### src/rtl/kb_uart_bridge.sv
// kb_uart_bridge
//   Sequential bridge between a first-word-fall-through byte FIFO (PS/2
//   keyboard buffer) and a byte-wide UART transmitter. Each source byte is
//   popped once and then emitted in one of two formats, chosen when the byte
//   is fetched:
//     raw: the byte itself. With CRLF_EXPAND=1, 8'h0D is followed by 8'h0A.
//     hex: two uppercase ASCII hex digits, then SEP_CHAR. After every
//          LINE_LEN pairs, CR+LF is sent in place of the separator.
//   A one-cycle guard after every write means a transmitter whose tx_empty
//   flag lags by a cycle never receives a double write.
//
// Parameters
//   SEP_CHAR    byte sent after each hex pair
//   LINE_LEN    hex pairs per line before CR+LF (1..255)
//   CRLF_EXPAND raw mode: 1 = expand 8'h0D to 8'h0D 8'h0A
//
// Ports
//   clk        system clock
//   rst        asynchronous, active-high reset
//   hex_mode   0 = raw, 1 = hex; sampled only when a byte is fetched
//   src_empty  source FIFO empty
//   src_data   source FIFO head byte (FWFT)
//   src_rd     one-cycle pop strobe to the source FIFO (registered)
//   tx_empty   UART can accept a byte
//   tx_wr      one-cycle write strobe to the UART (registered)
//   tx_byte    byte presented with tx_wr (registered)
//   busy       high whenever the FSM is not in IDLE
//
// Optional feature macro: KB_BRIDGE_STATS_EN
//   When defined, adds byte_count[15:0] (counts src_rd pulses) and
//   tx_count[15:0] (counts tx_wr pulses). Both wrap and are cleared by rst.
module kb_uart_bridge #(
  parameter logic [7:0] SEP_CHAR    = 8'h20,
  parameter int         LINE_LEN    = 16,
  parameter int         CRLF_EXPAND = 1
) (
  input  logic        clk,
  input  logic        rst,
  input  logic        hex_mode,
  input  logic        src_empty,
  input  logic [7:0]  src_data,
  output logic        src_rd,
  input  logic        tx_empty,
  output logic        tx_wr,
  output logic [7:0]  tx_byte,
  output logic        busy
`ifdef KB_BRIDGE_STATS_EN
  ,
  output logic [15:0] byte_count,
  output logic [15:0] tx_count
`endif
);

  localparam logic [7:0] LINE_LEN_B = 8'(LINE_LEN);
  localparam logic [7:0] CHAR_CR    = 8'h0D;
  localparam logic [7:0] CHAR_LF    = 8'h0A;

  // EMIT1 is the first emit of every byte: the raw byte in raw mode, the
  // high hex digit in hex mode. EMIT_LO onwards are hex-only except EMIT_LF,
  // which also serves the raw CR expansion.
  typedef enum logic [2:0] {
    IDLE,
    EMIT1,
    EMIT_LO,
    EMIT_SEP,
    EMIT_CR,
    EMIT_LF
  } state_t;

  state_t      state;
  state_t      nxt_state;
  logic [7:0]  hold;
  logic        mode_q;
  logic        guard;
  logic [7:0]  line_cnt;
  logic [7:0]  cnt_nxt;
  logic [7:0]  cur_byte;
  logic [7:0]  cnt_inc;

  function automatic logic [7:0] hex_ascii(input logic [3:0] nib);
    if (nib < 4'd10) return {4'h3, nib};
    return 8'h37 + {4'h0, nib};
  endfunction

  assign busy    = (state != IDLE);
  assign cnt_inc = line_cnt + 8'd1;

  // Byte to send and where to go once it is sent, for the current state.
  // The line counter only advances on the low hex digit.
  always_comb begin
    cur_byte  = hold;
    nxt_state = IDLE;
    cnt_nxt   = line_cnt;
    case (state)
      EMIT1: begin
        if (mode_q) begin
          cur_byte  = hex_ascii(hold[7:4]);
          nxt_state = EMIT_LO;
        end else begin
          cur_byte  = hold;
          nxt_state = ((CRLF_EXPAND != 0) && (hold == CHAR_CR)) ? EMIT_LF : IDLE;
        end
      end
      EMIT_LO: begin
        cur_byte = hex_ascii(hold[3:0]);
        if (cnt_inc == LINE_LEN_B) begin
          cnt_nxt   = 8'd0;
          nxt_state = EMIT_CR;
        end else begin
          cnt_nxt   = cnt_inc;
          nxt_state = EMIT_SEP;
        end
      end
      EMIT_SEP: begin
        cur_byte  = SEP_CHAR;
        nxt_state = IDLE;
      end
      EMIT_CR: begin
        cur_byte  = CHAR_CR;
        nxt_state = EMIT_LF;
      end
      EMIT_LF: begin
        cur_byte  = CHAR_LF;
        nxt_state = IDLE;
      end
      default: begin
        cur_byte  = hold;
        nxt_state = IDLE;
      end
    endcase
  end

  // Main FSM. Strobes default low so each is a single-cycle pulse. In any
  // emit state a write happens only when the UART is ready and the guard
  // from the previous write has expired; otherwise state and tx_byte hold.
  always_ff @(posedge clk or posedge rst) begin
    if (rst) begin
      state    <= IDLE;
      src_rd   <= 1'b0;
      tx_wr    <= 1'b0;
      tx_byte  <= 8'h00;
      hold     <= 8'h00;
      mode_q   <= 1'b0;
      guard    <= 1'b0;
      line_cnt <= 8'd0;
`ifdef KB_BRIDGE_STATS_EN
      byte_count <= 16'd0;
      tx_count   <= 16'd0;
`endif
    end else begin
      src_rd <= 1'b0;
      tx_wr  <= 1'b0;
      guard  <= 1'b0;
      if (state == IDLE) begin
        if (!src_empty) begin
          src_rd <= 1'b1;
          hold   <= src_data;
          mode_q <= hex_mode;
          state  <= EMIT1;
`ifdef KB_BRIDGE_STATS_EN
          byte_count <= byte_count + 16'd1;
`endif
        end
      end else if (tx_empty && !guard) begin
        tx_wr    <= 1'b1;
        tx_byte  <= cur_byte;
        guard    <= 1'b1;
        state    <= nxt_state;
        line_cnt <= cnt_nxt;
`ifdef KB_BRIDGE_STATS_EN
        tx_count <= tx_count + 16'd1;
`endif
      end
    end
  end

endmodule

### config.mk
export PLATFORM = sky130hd
export DESIGN_NAME = kb_uart_bridge
export DESIGN_NICKNAME = d
export VERILOG_FILES = /design/src/rtl/kb_uart_bridge.sv
export SDC_FILE = /design/constraint.sdc
export NUM_CORES = 1
export LEC_CHECK = 0
export ABC_AREA = 0
export CAP_MARGIN = 20
export CELL_PAD_IN_SITES_DETAIL_PLACEMENT = 0
export CELL_PAD_IN_SITES_GLOBAL_PLACEMENT = 1
export CORE_MARGIN = 8
export CORE_UTILIZATION = 38
export DETAILED_ROUTE_END_ITERATION = 10
export GPL_TIMING_DRIVEN = 0
export PLACE_DENSITY = 0.84
export SLEW_MARGIN = 20
export SYNTH_ARGS = -nofsm -noshare
export SYNTH_HDL_FRONTEND = slang
export SYNTH_SLANG_ARGS = --single-unit
### constraint.sdc
create_clock -name clk -period 1.8 [get_ports clk]
set_input_delay 0.54 -clock clk [delete_from_list [all_inputs] [get_ports clk]]
set_output_delay 0.54 -clock clk [all_outputs]
set_load 0.02 [all_outputs]
# After elaboration in Yosys (flattened, before gate mapping)

Cells that the tools add are included.

Register bits: 30

Mux-type cells: 23
Bitwise logic cells: 2
Equal/unequal tests: 8
Reductions and logical operators: 9
Add/sub/neg operators: 3
$lt $le $gt $ge: 2

Operator list:

| cell                                           | count |
|---|---|
| 2-to-1 mux 8 bit                               | 6 |
| one-hot mux 8 bit (5 select lines)             | 1 |
| 2-to-1 mux 3 bit                               | 6 |
| adder 6 x 4 -> 7 bit (first input constant)    | 2 |
| 2-to-1 mux 1 bit                               | 9 |
| one-hot mux 3 bit (3 select lines)             | 1 |
| adder 8 x 1 -> 8 bit (second input constant)   | 1 |
| == test 8 x 4 -> 1 bit (second input constant) | 1 |
| == test 8 x 5 -> 1 bit (second input constant) | 1 |
| < comparator 4 bit (second input constant)     | 2 |
| == test 3 x 2 -> 1 bit (second input constant) | 2 |
| == test 3 bit (second input constant)          | 2 |
| AND reduction 2 bit                            | 3 |
| == test 3 x 1 -> 1 bit (second input constant) | 1 |
| zero test 3 bit                                | 1 |
| AND reduction 3 bit                            | 1 |
| nonzero test 3 bit                             | 1 |
| != test 2 bit (second input constant)          | 1 |
| inverter 1 bit                                 | 2 |
| nonzero test 2 bit                             | 1 |
| logical AND 1 bit                              | 1 |
| zero test 1 bit                                | 1 |

# Depth between registers and ports, before layout

Gate-level depths: netlist of run 1.

Depth after elaboration: 7
Depth in mapped cells: 7
Mapped depth without buffers: 7

# Least setup slack after synthesis of run 1

No wires, ideal clock.

Path kind: reg2reg
Start point: register state[1]
End point: register hold[2]
Setup time: 125 ps
Setup slack: -31 ps
Arrival time: 1706 ps
Period minus slack after synthesis: 1831 ps
Path buffers: 2
Cell stages (with the launch flop): 6
Required time: 1675 ps
Cell sequence: dfrtp_1 -> buf_4 -> or3_1 -> nor2_2 -> buf_4 -> mux2_2

Cells in the longest elaborated chain, start to end: 2

RTL lines:

| item                          | line | text |
|---|---|---|
| start, declared               | 70   | `state_t state;` |
| start signal, assigned        | 168  | `state <= nxt_state;` |
| zero test 3 bit               | 154  | `if (state == IDLE) begin` |
| AND reduction 2 bit (no line) | -    |  |
| end signal, assigned          | 157  | `hold <= src_data;` |
| end, declared                 | 72   | `logic [7:0] hold;` |

No other way between the ends.
A chain may end at the register's enable or synchronous reset.

# Worst setup path in the final report of run 1

Start point: register state[1]
End point: output busy

Cells in the longest elaborated chain, start to end: 1

RTL lines:

| item               | line | text |
|---|---|---|
| nonzero test 3 bit | 85   | `assign busy = (state != IDLE);` |
| end, declared      | 46   | `output logic busy` |

No other way between the ends.

==> metrics, run 1 <==
n_diodes=0; WP data arrival=1.32 ns; area of the multi-input gates=998.5 µm²; synthesized area=1773 µm²; FILL cells=around 420; DR vias/cell=~5.5; Tot GR Track Use=between 10% and 20%; Worst Tran Pin Value=roughly 0.64 ns; Area Overhead vs Synth=30.77%; Worst VDD drop=a little under 0.8 mV; status=complete, but fails checks; worst-path maximum fanout=5; Util after Layout=between 50% and 60%; Synth cell types=53; global route total overflow=0; critical path startpoint=state[1]$_DFFE_PP0P_; Routed WL per cell=15.40 µm; DIE AREA=~7000 µm²; Buf+Inv Stages, Crit Path=2; CP Depth=3; WS Path Type=reg2out; Die W=between 80 and 90 µm; first drt pass iteration count=6; fin crit period=~1.9 ns; Synthesized Nets=around 210; CP max stage cell=or3_4; Clock Sinks=30; register area=about 750 µm²; Syn Area/Cell=9.381 µm²; capturing point of the worst reg2reg path=hold[7]$_DFFE_PP0P_; first-pass GRT wire length=around 7200 µm; RSZ-0062 raised after global routing=true; CTS Hold Bufs=0; vias in the first global route=1,491; DR iter-0 viols=between 150 and 200; Slew Viols, Final=0; Startpoint Class=register; power per cell area=between 1500 and 2000 nW/µm²; dominant cells by area after synthesis=dfrtp_1, o21ai_0, ha_1; Final WS setup=-0.05853 ns; post-route ant nets=0; layout cells sized above 1=between 20% and 30%; CP Cell Sequence=buf_6 > or3_4 > buf_6; post-synth top area share=between 40% and 50%; initial antenna violation count=0; Setup crit end=busy; post-synth top area cell=dfrtp_1; TritonCTS Buffers=5; Max Cap Violations=0; Synth Warn #=0; predominant post-synthesis flop cell=dfrtp_1; FF-to-FF setup slack=0.05 ns; R2R depth=6; Max Clock Freq=538.1 MHz; Core Footprint=about 4600 µm²; Final setup viols=1; Root Buffer Master=clkbuf_8; Setup WS pre-CTS=-0.3026 ns; most frequent CP cell=buf_6; Port Buffer Count=23; nets@finish=246; HPWL Detailed=3040 µm; pin count of the biggest net entering global routing=31; Seq/Total Area, Yosys=a little over two fifths; class of the worst hold path=reg2reg; Synth async-reset ratio=between 90% and 100%; Slew HR=57.47%; clock transition at the registers of the reported paths=~0.07 ns; final worst-path cycle share=103.3%; skew final=about 0.0057 ns; crit-path max cell delay=0.39 ns; Ports=24; DR DRC count=0; final cell count without fillers=~280; CTS tree=built; GP Congestion=about 0.94; FF-to-FF Start=state[1]$_DFFE_PP0P_; starting density of the core=around two fifths; P_leak=roughly 1.1 nW; Die Ht=~84 µm; Post-Syn Instances=189; Placed Cells=around 270; final hold viol count=0; CP Capture Type=output pin; CTS H-tree lvls=2; via count=around 1.5k; Total Wirelength=roughly 4300 µm; Max clock buf depth=2; largest delay contributor family on the critical path=simple AND/OR/NAND/NOR gates; FP Rows=25; number of enable flip-flop cells after synthesis=0; worst path required time=between 1 and 1.5 ns; #FFs+latches synth=30; clock latency on the worst-skew pair=approximately 0.28 ns; failing checks=negative setup slack
-- state kept, by name, summed over array words and instances (netlist names) --
signal / cells
line_cnt: 8
tx_byte: 8
state: 3
hold: 8
guard: 1
mode_q: 1
src_rd: 1
-- timing repair --
| action | CTS | global route |
|---|---|---|
| resized for setup | 13 | 22 |
| setup endpoints to repair | 8 | 19 |
| endpoints found under the hold margin | 0 | 0 |
| pin swaps | 2 | 3 |
| setup buffers | 2 | 5 |
-- routing by layer --
layer	share of wire [%]	vias up	GRT usage (%)
li1	-	752	-
met1	49	729	17.36
met2	44	56	17.41
met3	6.2	4	3.098
met4	1.4	0	5.024
met5	0	-	0
-- synth_stat cells, types with 5 or more instances --
cell     count
nor2_1      10
nand2_1     23
nor2b_1      6
o21ai_0     20
dfrtp_1     30
a21oi_1      5
and3_1       5
nor3_1       5
ha_1         7
inv_1        7
mux2_2       5
-- report_power, final --
group	internal, mW	leakage, nW	switching [mW]	total (mW)
Clock	0.386	0.0575	0.256	0.641
Combinational	1.03	0.661	1.28	2.30
Sequential	0.952	0.371	0.245	1.20
-- area by class of cell --
| type | instances | share of cell area, % |
|---|---|---|
| clock buffers | 8 | 4.749 |
| flip-flops and latches | 30 | 32.43 |
| plain buffers | 9 | 2.590 |
| repair buffers | 30 | 12.95 |
| well taps | 54 | 2.914 |
| multi-input cells | 142 | 43.07 |
| inverters | 8 | 1.295 |
-- placed cells by master (no fill, tap or decap), drive strengths merged, types with 2 or more instances in the layout --
| cell type | n |
|---|---|
| buf | 14 |
| clkdlybuf4s50 | 14 |
| nor2b | 6 |
| nor3b | 3 |
| ha | 7 |
| o22ai | 3 |
| nor3 | 5 |
| a21oi | 5 |
| mux2 | 5 |
| nor4b | 2 |
| clkbuf | 11 |
| a31oi | 3 |
| or3 | 3 |
| dlymetal6s2s | 7 |
| nand3 | 4 |
| xnor2 | 4 |
| dfrtp | 30 |
| xor2 | 4 |
| a21o | 2 |
| nor2 | 12 |
| nand2 | 23 |
| a211oi | 2 |
| o21ai | 21 |
| inv | 8 |
| and3 | 6 |
| or2b | 2 |
-- logic make-up after synthesis --
family,Yosys count,synth area share (%)
flip-flops,30,42.34
AND/OR/NAND/NOR,73,23.15
adder cells (fa/ha/maj),7,4.940
AO/OA/AOI/OAI,49,17.36
multiplexers,5,3.175
XOR/XNOR,8,4.376
buffers and inverters,17,4.657
-- metrics by stage --
stage               TNS (ns)  hold slack (ns)  area [µm²]  total power, mW
floorplan                  0           0.4427        1778            2.595
global placement      -7.074           0.4566        2076            3.230
detailed placement    -2.251           0.4557        2076            3.254
CTS                 -0.06250           0.4699        2226            3.984
global route         -0.1140           0.5035        2318            4.461
finish              -0.05853           0.4620        2318            4.141
-- worst min path at each step --
stage                                  from                 endpoint  slack (ns)  cells after the start
finish               tx_byte[7]$_DFFE_PP0P_   tx_byte[7]$_DFFE_PP0P_        0.46                      2
CTS                  tx_byte[7]$_DFFE_PP0P_   tx_byte[7]$_DFFE_PP0P_        0.47                      2
detailed placement   tx_byte[7]$_DFFE_PP0P_   tx_byte[7]$_DFFE_PP0P_        0.46                      2
global placement     tx_byte[7]$_DFFE_PP0P_   tx_byte[7]$_DFFE_PP0P_        0.46                      2
floorplan           line_cnt[7]$_DFFE_PP0P_  line_cnt[7]$_DFFE_PP0P_        0.44                      1
global route        line_cnt[7]$_DFFE_PP0P_  line_cnt[7]$_DFFE_PP0P_        0.50                      1
-- worst min-delay path: cells and delay by family, from the launching register on --
family        cells  cell delay, ns
simple gates      2            0.09
flops             1            0.34
No activity file was read; power rests on OpenSTA's default activity.
==> inputs of run 2 (changes only) <==
--- a/config.mk
+++ b/config.mk
@@ -13,6 +13,7 @@
 export CORE_UTILIZATION = 38
 export DETAILED_ROUTE_END_ITERATION = 10
 export GPL_TIMING_DRIVEN = 0
+export HOLD_SLACK_MARGIN = 0.05
 export PLACE_DENSITY = 0.84
 export SLEW_MARGIN = 20
 export SYNTH_ARGS = -nofsm -noshare
==> results of run 2 <==
Final layout, timing and power as in run 1 (identical DEF).
